## config.mk

```make
export PLATFORM = sky130hd
export DESIGN_NAME = knn_sort_core
export DESIGN_NICKNAME = d
export VERILOG_FILES = /design/src/rtl/knn_sort_core.sv
export SDC_FILE = /design/constraint.sdc
export NUM_CORES = 1
export LEC_CHECK = 0
export ABC_AREA = 0
export BUFFER_PORTS_ARGS = -buffer_cell sky130_fd_sc_hd__buf_2
export CAP_MARGIN = 25
export CORE_UTILIZATION = 65
export CTS_CLUSTER_SIZE = 14
export DETAILED_ROUTE_END_ITERATION = 10
export PLACE_DENSITY = 0.83
export RECOVER_POWER = 50
export SLEW_MARGIN = 30
export SYNTH_ARGS = -nofsm -noshare
export SYNTH_HDL_FRONTEND = slang
export SYNTH_SLANG_ARGS = --single-unit
```

## constraint.sdc

```tcl
create_clock -name clk -period 23.4 [get_ports clk]
set_input_delay 4.68 -clock clk [delete_from_list [all_inputs] [get_ports clk]]
set_output_delay 4.68 -clock clk [all_outputs]
set_load 0.005 [all_outputs]
```

## src/rtl/knn_sort_core.sv

```systemverilog
// K-nearest-neighbour engine: pipelined squared distance, sorted K-entry list,
// and a majority-vote FSM over the stored labels.
module knn_sort_core #(
    parameter  int N_DIM    = 2,
    parameter  int COORD_W  = 8,
    parameter  int LABEL_W  = 2,
    parameter  int K        = 10,
    localparam int N_LABELS = 2**LABEL_W,
    localparam int DIST_W   = 2*COORD_W + $clog2(N_DIM) + 1,
    localparam int CNT_W    = $clog2(K+1),
    localparam int IDX_W    = (K > 1) ? $clog2(K) : 1
) (
    input  logic                     clk,
    input  logic                     rst,
    input  logic                     test_load,
    input  logic [N_DIM*COORD_W-1:0] test_point,
    input  logic                     train_valid,
    output logic                     train_ready,
    input  logic [N_DIM*COORD_W-1:0] train_point,
    input  logic [LABEL_W-1:0]       train_label,
    input  logic                     classify,
    output logic                     busy,
    output logic                     class_valid,
    output logic [LABEL_W-1:0]       class_label,
    output logic                     class_empty,
    output logic [CNT_W-1:0]         count,
    input  logic [IDX_W-1:0]         rd_idx,
    output logic [DIST_W-1:0]        rd_dist,
    output logic [LABEL_W-1:0]       rd_label,
    output logic                     rd_valid
);

    typedef enum logic [2:0] {IDLE, DRAIN, COUNT, ARGMAX, DONE} state_t;
    state_t state;

    logic                     idle, accept, clear;
    logic [N_DIM*COORD_W-1:0] test_reg;

    logic [COORD_W-1:0]       ca, cb, cd;
    logic [2*COORD_W-1:0]     sq_c  [N_DIM];
    logic [2*COORD_W-1:0]     s1_sq [N_DIM];
    logic                     s1_vld, s2_vld;
    logic [LABEL_W-1:0]       s1_lab, s2_lab;
    logic [DIST_W-1:0]        sum_c, s2_dist;

    logic [DIST_W-1:0]        l_dist [K];
    logic [LABEL_W-1:0]       l_lab  [K];
    logic [K-1:0]             l_vld;
    logic [K-1:0]             gt;

    logic [CNT_W-1:0]         votes [N_LABELS];
    logic [IDX_W-1:0]         slot_idx;
    logic [LABEL_W-1:0]       lab_idx, best, next_best;
    logic [CNT_W-1:0]         best_cnt;
    logic                     drain_cnt;

    assign idle        = (state == IDLE);
    assign train_ready = idle && !test_load;
    assign accept      = train_valid && train_ready;
    assign clear       = test_load && idle;
    assign busy        = !idle;

    always_comb begin
        ca = '0;
        cb = '0;
        cd = '0;
        for (int unsigned i = 0; i < N_DIM; i++) begin
            ca = test_reg[i*COORD_W +: COORD_W];
            cb = train_point[i*COORD_W +: COORD_W];
            cd = (ca >= cb) ? ca - cb : cb - ca;
            sq_c[i] = {{COORD_W{1'b0}}, cd} * {{COORD_W{1'b0}}, cd};
        end
    end

    always_comb begin
        sum_c = '0;
        for (int unsigned i = 0; i < N_DIM; i++)
            sum_c = sum_c + DIST_W'(s1_sq[i]);
    end

    // gt[i]: slot i is empty or strictly farther; monotone because the list is sorted and compact
    always_comb begin
        for (int unsigned i = 0; i < K; i++)
            gt[i] = !(l_vld[i] && (l_dist[i] <= s2_dist));
    end

    always_ff @(posedge clk or posedge rst) begin
        if (rst) begin
            s1_vld  <= 1'b0;
            s2_vld  <= 1'b0;
            s1_lab  <= '0;
            s2_lab  <= '0;
            s2_dist <= '0;
            for (int unsigned i = 0; i < N_DIM; i++) s1_sq[i] <= '0;
        end else begin
            s1_vld  <= clear ? 1'b0 : accept;
            s2_vld  <= clear ? 1'b0 : s1_vld;
            s2_dist <= sum_c;
            s2_lab  <= s1_lab;
            if (accept) begin
                s1_lab <= train_label;
                for (int unsigned i = 0; i < N_DIM; i++) s1_sq[i] <= sq_c[i];
            end
        end
    end

    always_ff @(posedge clk or posedge rst) begin
        if (rst) begin
            test_reg <= '0;
            l_vld    <= '0;
            count    <= '0;
            for (int unsigned i = 0; i < K; i++) begin
                l_dist[i] <= '0;
                l_lab[i]  <= '0;
            end
        end else if (clear) begin
            test_reg <= test_point;
            l_vld    <= '0;
            count    <= '0;
        end else if (s2_vld && gt[K-1]) begin
            if (gt[0]) begin
                l_dist[0] <= s2_dist;
                l_lab[0]  <= s2_lab;
                l_vld[0]  <= 1'b1;
            end
            for (int unsigned i = 1; i < K; i++) begin
                if (gt[i]) begin
                    if (!gt[i-1]) begin
                        l_dist[i] <= s2_dist;
                        l_lab[i]  <= s2_lab;
                        l_vld[i]  <= 1'b1;
                    end else begin
                        l_dist[i] <= l_dist[i-1];
                        l_lab[i]  <= l_lab[i-1];
                        l_vld[i]  <= l_vld[i-1];
                    end
                end
            end
            if (count != CNT_W'(K)) count <= count + 1'b1;
        end
    end

    assign next_best = (votes[lab_idx] > best_cnt) ? lab_idx : best;

    always_ff @(posedge clk or posedge rst) begin
        if (rst) begin
            state       <= IDLE;
            class_valid <= 1'b0;
            class_label <= '0;
            class_empty <= 1'b0;
            slot_idx    <= '0;
            lab_idx     <= '0;
            best        <= '0;
            best_cnt    <= '0;
            drain_cnt   <= 1'b0;
            for (int unsigned i = 0; i < N_LABELS; i++) votes[i] <= '0;
        end else begin
            case (state)
                IDLE: begin
                    class_valid <= 1'b0;
                    if (classify) begin
                        state     <= DRAIN;
                        drain_cnt <= 1'b0;
                    end
                end
                DRAIN: begin
                    for (int unsigned i = 0; i < N_LABELS; i++) votes[i] <= '0;
                    drain_cnt <= 1'b1;
                    if (drain_cnt) begin
                        state    <= COUNT;
                        slot_idx <= '0;
                    end
                end
                COUNT: begin
                    if (l_vld[slot_idx])
                        votes[l_lab[slot_idx]] <= votes[l_lab[slot_idx]] + 1'b1;
                    if (slot_idx == IDX_W'(K-1)) begin
                        state    <= ARGMAX;
                        lab_idx  <= '0;
                        best     <= '0;
                        best_cnt <= '0;
                    end else begin
                        slot_idx <= slot_idx + 1'b1;
                    end
                end
                ARGMAX: begin
                    if (votes[lab_idx] > best_cnt) begin
                        best     <= lab_idx;
                        best_cnt <= votes[lab_idx];
                    end
                    if (lab_idx == '1) begin
                        state       <= DONE;
                        class_valid <= 1'b1;
                        class_empty <= (count == '0);
                        class_label <= (count == '0) ? '0 : next_best;
                    end else begin
                        lab_idx <= lab_idx + 1'b1;
                    end
                end
                DONE: begin
                    class_valid <= 1'b0;
                    state       <= IDLE;
                end
                default: state <= IDLE;
            endcase
        end
    end

    always_comb begin
        rd_dist  = '0;
        rd_label = '0;
        rd_valid = 1'b0;
        for (int unsigned i = 0; i < K; i++) begin
            if (rd_idx == IDX_W'(i)) begin
                rd_dist  = l_dist[i];
                rd_label = l_lab[i];
                rd_valid = l_vld[i];
            end
        end
    end

endmodule
```

Yosys cells after proc, flatten, opt, wreduce, memory -nomap -nowiden --
Index checks and enable logic that the tools add are counted.
Storage, ports and cells: register bits 320, output and inout bits 31, logic and storage cells 300
Operators by class: add/sub/neg operators 9, multiply operators 2, order comparisons 18, equal/unequal tests 34, multiplexer cells 113, bitwise logic cells 14, reductions and logical operators 58
Operators by type and width (number):
- 18-bit 2-to-1 mux | 17
- 18-bit by 17-bit less-or-equal comparator with 1-bit output | 9
- 2-bit 2-to-1 mux | 25
- 4-bit 2-to-1 mux | 12
- 3-bit AND reduction | 13
- 2-bit != test, second input constant | 18
- 1-bit 2-to-1 mux | 34
- 17-bit 2-to-1 mux | 2
- 8-bit by 8-bit multiplier with 16-bit output | 2
- 16-bit case mux with 2 select lines | 1
- 2-bit AND reduction | 16
- 8-bit subtractor | 4
- 10-bit 2-to-1 mux | 2
- 16-bit by 16-bit adder with 17-bit output | 1
- 17-bit less-or-equal comparator | 1
- 4-bit binary-select mux with 2-bit select | 2
- 16-bit bitwise mux | 1
- 4-bit by 3-bit == test with 1-bit output, second input constant | 4
- 8-bit >= comparator | 2
- 16-bit 2-to-1 mux | 1
- 8-bit 2-to-1 mux | 2
- 4-bit case mux with 2 select lines | 2
- 1-bit logical AND | 15
- 4-bit by 1-bit adder with 4-bit output, second input constant | 3
- other kinds (30) | 59

Longest topological paths before layout --
Gate-level depths: netlist (run 1).
depth in word-level cells 12, mapped depth 30

Worst setup path after synthesis (run 1) --
No wires, ideal clock.
path kind input to output, start input port rd_idx[0], end output port rd_dist[10], arrival 6.350 ns, slack 12.370 ns, cell stages on the path 7, buffers on the path 2, path through clkbuf_1 nor4_1 clkbuf_1 a22oi_1 nand3_1 o21ai_0 nand3_1
Between the ends: longest elaborated chain between the ends 11, elaborated cells between the ends (all ways) 20
RTL lines:
- from (decl) | line 27 | input logic [IDX_W-1:0] rd_idx,
- 4-bit logical NOT | line 214 | if (rd_idx == IDX_W'(i)) begin
- 17-bit 2-to-1 mux | line 214
- 18-bit 2-to-1 mux (8 in series) | line 214
- 18-bit 2-to-1 mux (*) | line 214
- to (decl) | line 28 | output logic [DIST_W-1:0] rd_dist,
Every way passes the cells marked *; elsewhere a longest branch is shown, timed or not.

Final worst setup path (run 1) --
start input port rd_idx[1], end output port rd_dist[15]
Same word-level chain as after synthesis.

==> results.md, run 1 <==
- Reg2Reg Setup Slack: 16.24 ns
- Synth area leader: dfrtp_1
- Multi-input gate area: 15,200 um^2
- Die Ht: 194 um
- Post-CTS Hold Fix Bufs: 0
- Worst-path clk slew: 0.06 ns
- Seq cells post-synth: 309
- Final Util: 71.3%
- CTS sink cnt: 309
- Synth top area cells: dfrtp_1, ha_1, mux2i_1
- Ys Warns: 0
- R2R depth: 29
- Cell Rows: 70
- DRT antenna net count: 0
- Hold violation total from the final report: 0
- Outcome: complete, but fails checks
- Top Registers: l_dist x170, s1_sq x30, l_lab x20
- Synth unique cells: 84
- IO Pins: 74
- R2r endpoint: s1_sq[31]$_DFFE_PP0P_
- RSZ-0062 raised after global routing: no
- Post-CTS Setup Repair Bufs: 0
- Rel. slew slack: -221%
- Max clock buf depth: 3
- Cells after Synth: 2,538
- # nets final: 2,931
- Post-Synthesis Cell Area: 24,000 um^2
- Fin. max-slew vios: 345
- Post-synth EDFFs: 0
- Largest Register: l_dist
- Hpwl dp: 48,300 um
- Drt wl/cell: 22.0 um
- Worst hold start: s1_lab[1]$_DFFE_PP0P_
- Area delta synth->final: 8.32%
- Hold Crit Endpoint: s2_lab[1]$_DFF_PP0_
- Most common flop cell mapped by yosys: dfrtp_1
- Largest register FFs: 170
- Layout cells sized above 1: 11.3%
- GRT Total Usage: 35.7%
- Initial core utilization: 65.8%
- Register Area: 7730 um^2
- PostCTS Resize Cnt: 0
- Sum Neg Setup Slack: 0 ns
- DR vias/cell: 6.64
- H-tree depth: 2
- Post-layout min period: 11.35 ns
- Antenna Cells: 0
- Via count: 20,220
- Synth top area share: 32.2%
- Layout Skew: 0.0208 ns
- Core ar.: 36,500 um^2
- Placement Cell Area: 24,800 um^2
- Worst EP arrival: 6.67 ns
- First-pass GRT wire length: 107,000 um
- # DRC: 0
- Post-Syn Nets: 2,920
- Fill count: 2,584
- FFs w/ async S/R, synth: 100%
- DR pass1 iterations: 8
- WS Path Type: input port to output pin
- Initial antenna violation count: 0
- Root buf cell: clkbuf_16
- Synth cell count leaders: dfrtp_1, ha_1, a21oi_1
- Total global routing overflow: 0
- Seq/Total Area, Yosys: 32.2%
- Die W: 194 um
- CP Launch Type: input port
- Synth Area per Inst: 9.47 um^2
- Initial drt markers: 2,008
- Die area: 37,800 um^2
- Max_cap viols: 5
- Worst r2r src: test_reg[0]$_DFFE_PP0P_
- Tightest Hold Check Type: register to register
- Critical path peak fanout: 20
- Vias in the first global route: 20,040
- Failing checks: capacitance limit, slew limit
- Critical Path Sink Type: output pin
- # setup viols final: 0
- Port Buffer Count: 72
- Final wirelength: 66,900 um
- Cell area after layout: 26,000 um^2
- TritonCTS clock tree: yes
- Routability Congestion: 1.02
- Worst slew pin tran: 4.79 ns
- Peak Freq: 0.0881 GHz
- Worst skew pair latency: 0.57 ns
- CP required: 18.72 ns
- Num CTS Buffers: 36
- Hold Crit Depth: 0
- Fin crit share: 48.5%
- Count leader, synth: dfrtp_1
- Largest net degree at the start of global routing: 107
[worst max-delay path by stage]
stage | from | endpoint | cells after the start
after detailed placement | train_point[8] | s1_sq[15]$_DFFE_PP0P_ | 25
after floorplan | rst | best[0]$_DFFE_PP0P_ | 1
after CTS | rd_idx[1] | rd_dist[15] | 7
after global routing | rst | l_dist[139]$_DFFE_PP0P_ | 3
after global placement | train_point[8] | s1_sq[15]$_DFFE_PP0P_ | 25
final | rd_idx[1] | rd_dist[15] | 7
[kinds of logic after synthesis]
kind of cell | Yosys count | synth area share [%]
mux | 269 | 12.3
compound gates | 677 | 17.7
flops | 309 | 32.2
buf+inv | 314 | 5.12
other cells | 1 | 0.0156
simple gates | 571 | 11.2
fa+ha+maj | 339 | 19.4
xor+xnor | 58 | 2.14
[metrics by stage]
step	std cells	setup slack, ns	hold WS, ns
global route	3043	11.22	0.403
detailed placement	2979	11.96	0.374
global placement	2977	12.11	0.362
floorplan	2538	10.18	0.354
finish	3043	12.05	0.388
CTS	3043	12.13	0.388
[placed cells by master (no fill, tap or decap), types with 14 or more instances in the layout]
| cell | n |
|---|---|
| nor3_1 | 26 |
| mux2i_1 | 146 |
| buf_2 | 71 |
| a22o_1 | 16 |
| nand3_1 | 52 |
| inv_1 | 179 |
| nand4_1 | 39 |
| dfrtp_1 | 309 |
| xor2_1 | 16 |
| o21ai_0 | 93 |
| nor2b_1 | 20 |
| mux2_1 | 30 |
| a31oi_1 | 45 |
| ha_1 | 284 |
| nand2b_1 | 16 |
| a22oi_1 | 59 |
| o21a_1 | 14 |
| nor2_1 | 157 |
| xnor2_1 | 41 |
| buf_4 | 26 |
| mux2_2 | 82 |
| a21oi_1 | 255 |
| clkbuf_16 | 36 |
| nand2_1 | 173 |
| fa_1 | 55 |
| a21o_1 | 70 |
| o21ai_1 | 24 |
[area by class of cell]
| type | count | share of cell area, % |
|---|---|---|
| multi-input combinational | 1915 | 58.3 |
| sequential | 309 | 29.7 |
| clock buffer | 50 | 3.93 |
| inverter | 183 | 2.64 |
| timing repair buffer | 104 | 2.30 |
| tap | 468 | 2.25 |
| clock inverter | 14 | 0.879 |
[routing by layer]
layer  vias to the layer above  wire length, um  track usage, %  share of wire (%)
li1                       9177                -               -                  -
met1                      9791            26000            45.2                 39
met2                      1022            31200            58.1                 47
met3                       230             6010            6.98                9.0
met4                         0             3660            18.9                5.5
met5                         -                0               0                  0
[worst max-delay path, cell delays in order]
cell and delay (ns):
buf_2 0.21, nand2b_1 0.27, nand2b_1 0.83, nand3_1 0.18, o21ai_0 0.14, nand3_1 0.18
buf_2 0.17
Power of run 1 is left out: the tool's default activity adds up to more than one toggle a clock period on the data nets, which glitch-free logic cannot reach.
==> run 2, diff against run 1 <==
Settings changed: CORE_UTILIZATION 65 to 58, PLACE_DENSITY 0.83 to 0.78.
Clock period 23.4 ns to 9.4 ns, I/O delays scaled along.
==> results.md, run 2 (synthesized netlist as in run 1, its figures left out) <==
- Initial antenna violation count: 0 (unchanged)
- Worst r2r src: test_reg[0]$_DFFE_PP0P_ (unchanged)
- Pre-CTS WS: 0.832 ns (was 11.96 ns)
- Failing checks: capacitance limit, slew limit (unchanged)
- GRT Total Usage: 32.0% (was 35.7%)
- Post-CTS Hold Fix Bufs: 0 (unchanged)
- Worst EP arrival: 8.47 ns (was 6.67 ns)
- Antenna Cells: 0 (unchanged)
- Drt wl/cell: 21.5 um (was 22.0 um)
- DRT antenna net count: 0 (unchanged)
- PostCTS Resize Cnt: 0 (unchanged)
- CP max-delay cell: fa_1 (was nand2b_1)
- Cell Rows: 74 (was 70)
- Max_cap viols: 4 (was 5)
- Final wirelength: 67,000 um (was 66,900 um)
- Most frequent CP cell: fa_1
- Total global routing overflow: 0 (unchanged)
- Peak Freq: 0.125 GHz
- R2r endpoint: s1_sq[31]$_DFFE_PP0P_ (unchanged)
- Core ar.: 40,800 um^2 (was 36,500 um^2)
- Max clock buf depth: 3 (unchanged)
- Fin crit share: 85.4%
- # nets final: 2,936 (was 2,931)
- TritonCTS clock tree: yes (unchanged)
- Reg2Reg Setup Slack: 2.34 ns (was 16.24 ns)
- Port Buffer Count: 72 (unchanged)
- Worst setup endpoint: s1_sq[31]$_DFFE_PP0P_ (was rd_dist[15])
- Largest Register: l_dist (unchanged)
- Most frequent cells in the layout: dfrtp_1, ha_1, a21oi_1 (unchanged)
- Critical path peak fanout: 9 (was 20)
- Die Ht: 206 um (was 194 um)
- Worst slew pin tran: 2.50 ns (was 4.79 ns)
- Largest net degree at the start of global routing: 167 (was 107)
- DR pass1 iterations: 6 (was 8)
- CTS sink cnt: 309 (unchanged)
- Hold violation total from the final report: 0 (unchanged)
- Hpwl dp: 48,800 um (was 48,300 um)
- # setup viols final: 0 (unchanged)
- R2R depth: 29 (unchanged)
- CP required: 9.84 ns (was 18.72 ns)
- Initial core utilization: 58.9% (was 65.8%)
- Commonest non-fill, non-tap cell in the layout: dfrtp_1 (unchanged)
- Layout Skew: 0.0283 ns (was 0.0208 ns)
- Routability Congestion: 0.956 (was 1.02)
- Max incr delay on CP: 0.54 ns (was 0.83 ns)
- Die area: 42,300 um^2 (was 37,800 um^2)
- Final WS setup: 1.37 ns (was 12.05 ns)
- First-pass GRT wire length: 106,000 um (was 107,000 um)
- # DRC: 0 (unchanged)
- Num CTS Buffers: 38 (was 36)
- Critical Path Source: train_point[0] (was rd_idx[1])
- Outcome: complete, but fails checks (unchanged)
- Worst skew pair latency: 0.57 ns (about the same)
- Worst-path clk slew: 0.06 ns (about the same)
- H-tree depth: 2 (unchanged)
- Die W: 206 um (was 194 um)
- Sum Neg Setup Slack: 0 ns (unchanged)
- Fin. max-slew vios: 265 (was 345)
- CP Launch Type: input port (unchanged)
- Top Registers: l_dist x170, s1_sq x30, l_lab x20 (unchanged)
- Rel. slew slack: -66.5% (was -221%)
- WS Path Type: input port to register (was input port to output pin)
- DR vias/cell: 6.40 (was 6.64)
- Area delta synth->final: 9.09% (was 8.32%)
- Fill count: 3,232 (was 2,584)
- Via count: 19,934 (was 20,220)
- Critical Path Sink Type: register (was output pin)
- Vias in the first global route: 19,969 (was 20,040)
- Tightest Hold Check Type: register to register (unchanged)
- Worst hold margin: 0.380 ns (was 0.388 ns)
- Root buf cell: clkbuf_16 (unchanged)
- Layout cells sized above 1: 11.4% (was 11.3%)
- RSZ-0062 raised after global routing: no (unchanged)
- Final Util: 64.2% (was 71.3%)
- Post-layout min period: 8.03 ns
- Post-CTS Setup Repair Bufs: 0 (unchanged)
- Largest register FFs: 170 (unchanged)
- IO Pins: 74 (unchanged)
- Initial drt markers: 1,861 (was 2,008)
run 2: changes by cell type in the layout (fill, tap and decap cells not counted), sizes merged:
cell / previous run / this run
clkbuf: 55 / 61
inv: 184 / 186
bufinv: 5 / 7
clkinv: 7 / 8
clkinvlp: 1 / 3
buf: 99 / 92
run 2: area by class of cell:
cell class | instances | area (um^2) | share of cell area (%)
Multi-Input combinational cell | 1915 | 15200 | 57.9
Clock buffer | 46 | 1020 | 3.89
Timing Repair Buffer | 107 | 608 | 2.32
Sequential cell | 309 | 7730 | 29.5
Inverter | 183 | 688 | 2.62
Tap cell | 532 | 666 | 2.54
Clock inverter | 21 | 319 | 1.22
run 2: metrics by stage:
stage,instance area (um^2),instances
6_report,26200,3113
5_1_grt,26200,3113
4_1_cts,26300,3111
3_5_place_dp,24900,3044
3_3_place_gp,24900,3042
2_1_floorplan,24000,2538
run 2: worst max-delay path: cells and delay by family:
kind / cells / cell delay, ns
adders and majority gates: 7 / 2.79
buffers and inverters: 6 / 0.41
AOI/OAI and AO/OA: 10 / 2.28
and+or+nand+nor: 5 / 0.75
muxes: 1 / 0.33
run 2: worst min path at each step:
| stage | startpoint | end | slack (ns) | cells after the start |
|---|---|---|---|---|
| after CTS | s1_lab[0]$_DFFE_PP0P_ | s2_lab[0]$_DFF_PP0_ | 0.38 | 0 |
| after global routing | s1_lab[0]$_DFFE_PP0P_ | s2_lab[0]$_DFF_PP0_ | 0.39 | 0 |
| after detailed placement | s1_lab[0]$_DFFE_PP0P_ | s2_lab[0]$_DFF_PP0_ | 0.37 | 0 |
| final | s1_lab[0]$_DFFE_PP0P_ | s2_lab[0]$_DFF_PP0_ | 0.38 | 0 |
| after floorplan | s1_lab[0]$_DFFE_PP0P_ | s2_lab[0]$_DFF_PP0_ | 0.35 | 0 |
| after global placement | s1_lab[0]$_DFFE_PP0P_ | s2_lab[0]$_DFF_PP0_ | 0.36 | 0 |
run 2: per-layer routing:
layer | global-route usage (%) | share of wire (%) | vias up
met5 | 0 | 0 | -
met4 | 16.8 | 5.0 | 0
met3 | 4.34 | 7.1 | 198
met2 | 53.1 | 48 | 846
met1 | 40.6 | 40 | 9712
li1 | - | - | 9178
Power of run 2 is left out for the same reason.
